**config.mk**
```make
export PLATFORM = sky130hd
export DESIGN_NAME = sequencer
export DESIGN_NICKNAME = d
export VERILOG_FILES = /design/src/rtl/sequencer_pkg.sv /design/src/rtl/seq_decode.sv /design/src/rtl/sequencer.sv
export SDC_FILE = /design/constraint.sdc
export NUM_CORES = 1
export LEC_CHECK = 0
export CORE_AREA = 3 3 40 42
export DETAILED_ROUTE_END_ITERATION = 8
export DIE_AREA = 0 0 43 45
export HOLD_SLACK_MARGIN = 0.1
export MAX_ROUTING_LAYER = met4
export PLACE_DENSITY = 0.53
export SLEW_MARGIN = 10
export SYNTH_ARGS = -nofsm -noshare
export SYNTH_HDL_FRONTEND = slang
export SYNTH_SLANG_ARGS = --single-unit
```
**constraint.sdc**
```tcl
create_clock -name clock -period 1 [get_ports clock]
set_input_delay 0.1 -clock clock [delete_from_list [all_inputs] [get_ports clock]]
set_output_delay 0.1 -clock clock [all_outputs]
set_load 0.02 [all_outputs]
```
**src/rtl/sequencer_pkg.sv**
```systemverilog
// Shared types for the basic processor control unit: opcode and state
// encodings plus the control word that groups every datapath strobe.
package sequencer_pkg;

  localparam int WORD_W = 8;
  localparam int OP_W   = 3;

  typedef enum logic [OP_W-1:0] {
    OP_LOAD  = 3'd0,
    OP_STORE = 3'd1,
    OP_ADD   = 3'd2,
    OP_SUB   = 3'd3,
    OP_BNE   = 3'd4,
    OP_JMP   = 3'd5,
    OP_NOP   = 3'd6,
    OP_HALT  = 3'd7
  } opcode_t;

  typedef enum logic [2:0] {
    ST_IDLE   = 3'd0,
    ST_FETCH  = 3'd1,
    ST_DECODE = 3'd2,
    ST_EXEC   = 3'd3,
    ST_HALT   = 3'd4
  } state_t;

  typedef struct packed {
    logic mem_req;
    logic mem_we;
    logic addr_sel;
    logic load_ir;
    logic load_pc;
    logic inc_pc;
    logic load_acc;
    logic acc_sel;
    logic alu_sub;
    logic halted;
  } ctrl_t;

endpackage

```
**src/rtl/seq_decode.sv**
```systemverilog
// Combinational control decoder: maps the current state, opcode, zero flag
// and memory handshake onto the control word and the next state.
module seq_decode
  import sequencer_pkg::*;
(
  input  state_t  state,
  input  opcode_t op,
  input  logic    z_flag,
  input  logic    mem_ready,
  output ctrl_t   ctrl,
  output state_t  next_state
);

  // Strobe and next-state decode; every strobe defaults to 0.
  always_comb begin
    ctrl       = '0;
    next_state = state;
    case (state)
      ST_IDLE: begin
        next_state = ST_FETCH;
      end
      ST_FETCH: begin
        // Instruction read from PC; IR capture and PC increment land
        // together on the completing edge.
        ctrl.mem_req = 1'b1;
        if (mem_ready) begin
          ctrl.load_ir = 1'b1;
          ctrl.load_pc = 1'b1;
          ctrl.inc_pc  = 1'b1;
          next_state   = ST_DECODE;
        end
      end
      ST_DECODE: begin
        case (op)
          OP_LOAD, OP_STORE, OP_ADD, OP_SUB: next_state = ST_EXEC;
          OP_BNE: begin
            // A taken branch replaces the increment already applied in FETCH.
            ctrl.load_pc = ~z_flag;
            next_state   = ST_FETCH;
          end
          OP_JMP: begin
            ctrl.load_pc = 1'b1;
            next_state   = ST_FETCH;
          end
          OP_NOP:  next_state = ST_FETCH;
          OP_HALT: next_state = ST_HALT;
          default: next_state = ST_FETCH;
        endcase
      end
      ST_EXEC: begin
        // Operand access from the IR address field; request lines stay
        // steady for the whole access because op is held in IR.
        ctrl.mem_req  = 1'b1;
        ctrl.addr_sel = 1'b1;
        ctrl.mem_we   = (op == OP_STORE);
        if (mem_ready) begin
          ctrl.load_acc = (op == OP_LOAD) || (op == OP_ADD) || (op == OP_SUB);
          ctrl.acc_sel  = (op == OP_ADD) || (op == OP_SUB);
          ctrl.alu_sub  = (op == OP_SUB);
          next_state    = ST_FETCH;
        end
      end
      ST_HALT: begin
        ctrl.halted = 1'b1;
      end
      default: begin
        next_state = ST_IDLE;
      end
    endcase
  end

endmodule

```
**src/rtl/sequencer.sv**
```systemverilog
// Control unit FSM for the basic processor. Holds only the state register;
// all strobes are a combinational decode of state and current inputs, so an
// asynchronous reset drops any in-flight memory request immediately.
module sequencer
  import sequencer_pkg::*;
(
  input  logic            clock,
  input  logic            n_reset,
  input  logic [OP_W-1:0] op,
  input  logic            z_flag,
  input  logic            mem_ready,
  output logic            mem_req,
  output logic            mem_we,
  output logic            addr_sel,
  output logic            load_IR,
  output logic            load_PC,
  output logic            INC_PC,
  output logic            load_ACC,
  output logic            acc_sel,
  output logic            alu_sub,
  output logic            halted
);

  state_t  state;
  state_t  next_state;
  ctrl_t   ctrl;
  opcode_t op_e;

  assign op_e = opcode_t'(op);

  seq_decode u_decode (
    .state      (state),
    .op         (op_e),
    .z_flag     (z_flag),
    .mem_ready  (mem_ready),
    .ctrl       (ctrl),
    .next_state (next_state)
  );

  // State register; reset returns to IDLE asynchronously.
  always_ff @(posedge clock or negedge n_reset) begin
    if (!n_reset) state <= ST_IDLE;
    else          state <= next_state;
  end

  assign mem_req  = ctrl.mem_req;
  assign mem_we   = ctrl.mem_we;
  assign addr_sel = ctrl.addr_sel;
  assign load_IR  = ctrl.load_ir;
  assign load_PC  = ctrl.load_pc;
  assign INC_PC   = ctrl.inc_pc;
  assign load_ACC = ctrl.load_acc;
  assign acc_sel  = ctrl.acc_sel;
  assign alu_sub  = ctrl.alu_sub;
  assign halted   = ctrl.halted;

endmodule

```
==> results.sh, run 1 <==
export IMPL_status="finished with violations"
export IMPL_failed_checks="negative setup slack"
export IMPL_nFillCells=115
export IMPL_async_reset_ff_frac=1.000
export IMPL_slew_violations=0
export IMPL_fin_nets=71
export IMPL_synth_area_leader_cell="dfrtp_1"
export IMPL_htreeDepth=1
export IMPL_syn_avg_cell_area_um2=9.871
export IMPL_pwr_share_seq=0.173
export IMPL_synth_common_cells="3 x dfrtp_1, 3 x inv_1"
export IMPL_p_comb_frac=0.684
export IMPL_diodes=0
export IMPL_netlist_instances=27
export IMPL_leakagePower_nw=0.3348
export IMPL_hpwl_um=757
export IMPL_rsz0062_at_grt="true"
export IMPL_peakVddDrop_v=0.001068
export IMPL_insertion_delay_ps=230
export IMPL_hold_class="in2reg"
export IMPL_startpoint_type="flop"
export IMPL_wl_per_cell_um=11.77
export IMPL_vias=342
export IMPL_power_mw=1.465
export IMPL_rows=13
export IMPL_port_buffers=16
export IMPL_antenna_found_initial=0
export IMPL_yosysWarnings=0
export IMPL_p_sw_mw=0.5617
export IMPL_grt_pass1_wl_um=1642
export IMPL_vias_per_cell=4.385
export IMPL_cts_sinks=3
export IMPL_biggestRegsByFlops="state: 3 flops"
export IMPL_slew_headroom=0.8214
export IMPL_grt_ovfl_total=0
export IMPL_crit_fanout=4
export IMPL_syn_num_nets=34
export IMPL_synth_top_cell_area_share=0.2817
export IMPL_syn_area_um2=266.5
export IMPL_synth_edf_count=0
export IMPL_finalHoldViolCount=0
export IMPL_largest_reg_flops=3
export IMPL_coreArea_um2=1285
export IMPL_cts_root_buf="clkbuf_4"
export IMPL_top_register="state"
export IMPL_ys_types=19
export IMPL_drt_pre_antenna_iters=1
export IMPL_worstSetupEndpointType="primary output"
export IMPL_syn_to_final_growth_pct=178.4
export IMPL_dr_first_iter_drc_count=0
export IMPL_start_util=0.2074
export IMPL_grt_usage=0.1160
export IMPL_skew_ps=0.7021
export IMPL_layout_setup_ws_ps=-375.3
export IMPL_post_route_drc_count=0
export IMPL_worst_slew_pin_slew_ps=267.6
export IMPL_numCtsBuffers=3
export IMPL_post_route_period_util=1.375
export IMPL_setup_violations=13
export IMPL_dpl_worst_slack_ps=-912.0
export IMPL_internal_power_mw=0.9034
export IMPL_clock_path_buffers=2
export IMPL_ant_nets=0
export IMPL_fin_crit_ps=1375
export IMPL_synthFlopType="dfrtp_1"
export IMPL_sw_frac_of_total=0.3834
export IMPL_grt_pass1_vias=380
export IMPL_clkPwrFrac=0.143
export IMPL_fin_setup_tns_ps=-3761
export IMPL_gp_congestion=0.8040
export IMPL_worstPathRequired_ps=900
export IMPL_dieArea_um2=1935
export IMPL_ys_seq_area_frac=0.2817
export IMPL_drt_total_wl_um=918
export IMPL_ios=17
export IMPL_cts_tree="yes"
export IMPL_power_per_cell_area_nw_per_um2=1975
export IMPL_die_y_um=45
export IMPL_synthTopCellsByArea="dfrtp_1 28%, a211oi_2 9.4%, nand4bb_1 8.5%"
export IMPL_ys_ff_latch=3
export IMPL_die_w_um=43
export IMPL_grt_max_degree=7
export IMPL_clk_pin_slew_ps=40
export IMPL_fmaxAchievable_mhz=727.1
export IMPL_cp_data_arrival_time_ps=1280
export IMPL_maxCapViolCount=0
export IMPL_drive_gt1_frac=0.7460
export IMPL_path_class="reg2out"
[per-stage QoR]
stage,util,hold WS [ps],instance area (um^2),instances
3_5_place_dp,0.5005,302.7,643.1,69
5_1_grt,0.5774,374.7,742.0,78
3_3_place_gp,0.5005,287.4,643.1,69
6_report,0.5774,351.4,742.0,78
4_1_cts,0.5531,592.4,710.7,77
2_1_floorplan,-,-195.6,381.6,27
[kinds of logic after synthesis]
group                  after synthesis  synth area share
AOI/OAI and AO/OA                    5            0.1690
buffers and inverters                4           0.07043
DFF                                  3            0.2817
muxes                                1           0.04225
and+or+nand+nor                     14            0.4367
[critical path, stage by stage (launching register included)]
cell and delay [ps]:
dfrtp_2 400, nand4bb_4 280, nor3b_4 220, buf_6 140
[cell usage in the layout (no fill, tap or decap), types with 2 or more instances in the layout]
master | Yosys | layout
buf_4 | 1 | 15
buf_6 | 0 | 11
clkbuf_4 | 0 | 3
clkdlybuf4s50_1 | 0 | 5
dfrtp_2 | 0 | 3
inv_1 | 3 | 2
nand4bb_4 | 0 | 3
nor3_4 | 0 | 2
nor3b_4 | 0 | 2
[final cells by class]
cell class,instances,area (um^2),share of cell area
Tap cell,15,18.77,0.02530
Inverter,3,13.76,0.01855
Sequential cell,3,78.83,0.1062
Timing Repair Buffer,33,309.0,0.4165
Multi-Input combinational cell,20,295.3,0.3980
Clock buffer,4,26.28,0.03541
[final timing paths]
path	start	end	slack, ps	cells past startpoint
hold / removal	op[2]	state[1]$_DFFE_PN0P_	350	3
min in group asynchronous	n_reset	state[1]$_DFFE_PN0P_	600	2
setup / recovery	state[2]$_DFFE_PN0P_	mem_we	-380	3
hold reg to reg	state[1]$_DFFE_PN0P_	state[0]$_DFFE_PN0P_	600	1
setup reg to reg	state[1]$_DFFE_PN0P_	state[2]$_DFFE_PN0P_	-230	5
max in group asynchronous	n_reset	state[0]$_DFFE_PN0P_	240	2
[power by group through the flow]
stage | Sequential [mW] | Combinational, mW | Clock, mW
final | 0.254 | 1.00 | 0.210
after global routing | 0.264 | 1.07 | 0.236
after CTS | 0.254 | 0.962 | 0.224
after detailed placement | 0.253 | 0.884 | 0
after global placement | 0.254 | 0.870 | 0
after floorplan | 0.269 | 0.476 | 0
[what timing repair did]
item / in CTS / in global routing
cloned: 0 / 0
endpoints found under the setup margin: 13 / 13
hold buffers: 1 / 0
pin swaps: 7 / 6
resized for setup: 59 / 7
endpoints found under the hold margin: 3 / 0
setup buffers: 3 / 2
[metal layers]
layer	share of wire	GRT usage	wire length [um]	vias up
met4	0	0.05422	0	0
met5	0	-	0	-
met3	0.069	0.02789	63	0
li1	-	-	-	170
met2	0.54	0.2156	497	12
met1	0.39	0.1138	357	160
Power figures use the tool's default switching activity.
==> inputs of run 2 (changes only) <==
--- a/config.mk
+++ b/config.mk
@@ -5,7 +5,9 @@
 export SDC_FILE = /design/constraint.sdc
 export NUM_CORES = 1
 export LEC_CHECK = 0
+export CAP_MARGIN = 20
 export CORE_AREA = 3 3 40 42
+export CTS_CLUSTER_DIAMETER = 60
 export DETAILED_ROUTE_END_ITERATION = 8
 export DIE_AREA = 0 0 43 45
 export HOLD_SLACK_MARGIN = 0.1
==> results of run 2 <==
No change in the layout: final DEF, timing and power equal those of run 1.
==> inputs of run 3 (changes only) <==
--- a/config.mk
+++ b/config.mk
@@ -12,7 +12,7 @@
 export DIE_AREA = 0 0 43 45
 export HOLD_SLACK_MARGIN = 0.1
 export MAX_ROUTING_LAYER = met4
-export PLACE_DENSITY = 0.53
+export PLACE_DENSITY = 0.51
 export SLEW_MARGIN = 10
 export SYNTH_ARGS = -nofsm -noshare
 export SYNTH_HDL_FRONTEND = slang
==> constraint.sdc (replaced) <==
create_clock -name clock -period 1.62 [get_ports clock]
set_input_delay 0.162 -clock clock [delete_from_list [all_inputs] [get_ports clock]]
set_output_delay 0.162 -clock clock [all_outputs]
set_load 0.02 [all_outputs]
==> run 3 against run 2 <==
The run now ends clean. Non-clock buffer count decreased by 10. Sequential power decreased by 43%. Clock skew increased by 3.3 ps. First-iteration DRC count increased by 7. Hold slack got worse by 240 ps. Utilization decreased by 19 points. Flip-flop and latch count unchanged. Register-to-register slack improved by 740 ps. Total power decreased by 57%. Final cell count decreased by 13%. Clock power decreased by 39%. Sequential share of layout area increased by 4.3 points. Critical path type is now in2out. Critical endpoint is now alu_sub.
==> results.sh, run 3 (synthesis results as in run 1) <==
export IMPL_status="completed"
export IMPL_vias=319
export IMPL_start_util=0.2074
export IMPL_mostFrequentLayoutCells="7 x buf_4, 6 x clkdlybuf4s50_1, 4 x clkbuf_2"
export IMPL_grt_pass1_vias=301
export IMPL_grt_max_degree=7
export IMPL_port_buffers=16
export IMPL_layout_setup_ws_ps=55.94
export IMPL_drt_pre_antenna_iters=4
export IMPL_dr_first_iter_drc_count=7
export IMPL_ios=17
export IMPL_rows=13
export IMPL_reg2reg_depth=3
export IMPL_numCtsBuffers=3
export IMPL_largest_reg_flops=3
export IMPL_skew_ps=3.996
export IMPL_cts_sinks=3
export IMPL_worstPathRequired_ps=1460
export IMPL_setup_violations=0
export IMPL_fin_crit_ps=1564
export IMPL_power_mw=0.6260
export IMPL_post_route_drc_count=0
export IMPL_top_register="state"
export IMPL_worst_slew_pin_slew_ps=248.8
export IMPL_syn_to_final_growth_pct=88.73
export IMPL_cts_root_buf="clkbuf_4"
export IMPL_rr_endpoint="state[0]$_DFFE_PN0P_"
export IMPL_worstSetupEndpointType="primary output"
export IMPL_hold_class="in2async"
export IMPL_dieArea_um2=1935
export IMPL_fmaxAchievable_mhz=639.4
export IMPL_maxCapViolCount=0
export IMPL_slew_headroom=0.8342
export IMPL_cp_data_arrival_time_ps=1400
export IMPL_startpoint_type="primary input"
export IMPL_rsz0062_at_grt="false"
export IMPL_coreArea_um2=1285
export IMPL_slew_violations=0
export IMPL_cts_tree="yes"
export IMPL_rrSetupSlack_ps=510
export IMPL_grt_ovfl_total=0
export IMPL_grt_pass1_wl_um=1283
export IMPL_drive_gt1_frac=0.4528
export IMPL_drt_total_wl_um=862
export IMPL_wl_per_cell_um=12.68
export IMPL_crit_fanout=4
export IMPL_clk_pin_slew_ps=40
export IMPL_antenna_found_initial=0
export IMPL_die_w_um=43
export IMPL_power_per_cell_area_nw_per_um2=1245
export IMPL_gp_congestion=0.8248
export IMPL_finalHoldViolCount=0
export IMPL_biggestRegsByFlops="state: 3 flops"
export IMPL_hpwl_um=645.8
export IMPL_path_class="in2out"
export IMPL_die_y_um=45
export IMPL_vias_per_cell=4.691
export IMPL_r2r_start="state[0]$_DFFE_PN0P_"
export IMPL_cts_setup_buffers=0
export IMPL_ant_nets=0
export IMPL_clock_path_buffers=2
export IMPL_post_route_period_util=0.9655
export IMPL_htreeDepth=1
export IMPL_diodes=0
export IMPL_leakagePower_nw=0.2229
export IMPL_peakVddDrop_v=0.0006832
export IMPL_insertion_delay_ps=230
export IMPL_dpl_worst_slack_ps=-359.1
export IMPL_fin_nets=61
export IMPL_mostFrequentLayoutCell="buf_4"
export IMPL_grt_usage=0.09442
run 3: cell count changes in the layout (fill, tap and decap cells not counted), moves of 2 or more:
cell and delta:
buf_6 -11, buf_4 -8, clkbuf_2 +4, dfrtp_1 +3
dfrtp_2 -3, buf_2 +2, clkdlybuf4s15_2 +2, dlygate4sd2_1 +2
nand4bb_1 +2, nand4bb_4 -2, nor3_4 -2, nor3b_4 -2
run 3: worst max-delay path by stage:
stage	from	to	slack, ps
finish	op[2]	alu_sub	60
global route	state[2]$_DFFE_PN0P_	alu_sub	6
CTS	state[2]$_DFFE_PN0P_	load_IR	-1
detailed placement	op[2]	load_ACC	-360
global placement	op[2]	load_ACC	-310
floorplan	state[2]$_DFFE_PN0P_	alu_sub	250
run 3: metrics by stage:
step	setup TNS (ps)	util	std cells	area [um^2]	hold WS, ps
final	0	0.3914	68	503.0	110.1
after global routing	0	0.3914	68	503.0	116.0
after CTS	-1.205	0.3953	68	508.0	106.5
after detailed placement	-1778	0.3817	64	490.5	357.0
after global placement	-1561	0.3817	64	490.5	347.5
after floorplan	0	-	27	266.5	-133.6
run 3: critical path: stages:
cell and delay, ps:
clkdlybuf4s50_1 460, nand4bb_4 290, nor3_2 210, clkdlybuf4s15_2 280
run 3: area by class of cell:
class                      count  area (um^2)
fill                         125        782.0
multi-input combinational     20        188.9
timing repair buffer          23        182.7
sequential                     3        75.07
clock buffer                   4        26.28
tap                           15        18.77
inverter                       3        11.26
run 3: per-layer routing:
| metal | track usage | vias to the layer above | routed length (um) |
|---|---|---|---|
| met4 | 0.03614 | 0 | 14 |
| met2 | 0.1437 | 13 | 427 |
| li1 | - | 153 | - |
| met3 | 0.05179 | 2 | 56 |
| met5 | - | - | 0 |
| met1 | 0.1039 | 151 | 363 |
run 3: power breakdown:
group	leakage [nW]	internal, mW	switching [mW]
combinational	0.171	0.177	0.174
clock	0.0150	0.0922	0.0372
sequential	0.0365	0.0981	0.0484
total	0.223	0.367	0.259
run 3: timing repair:
item / CTS / global route
hold buffers: 0 / 0
setup endpoints to repair: 10 / 7
gates resized for setup: 21 / 13
pin swaps: 0 / 0
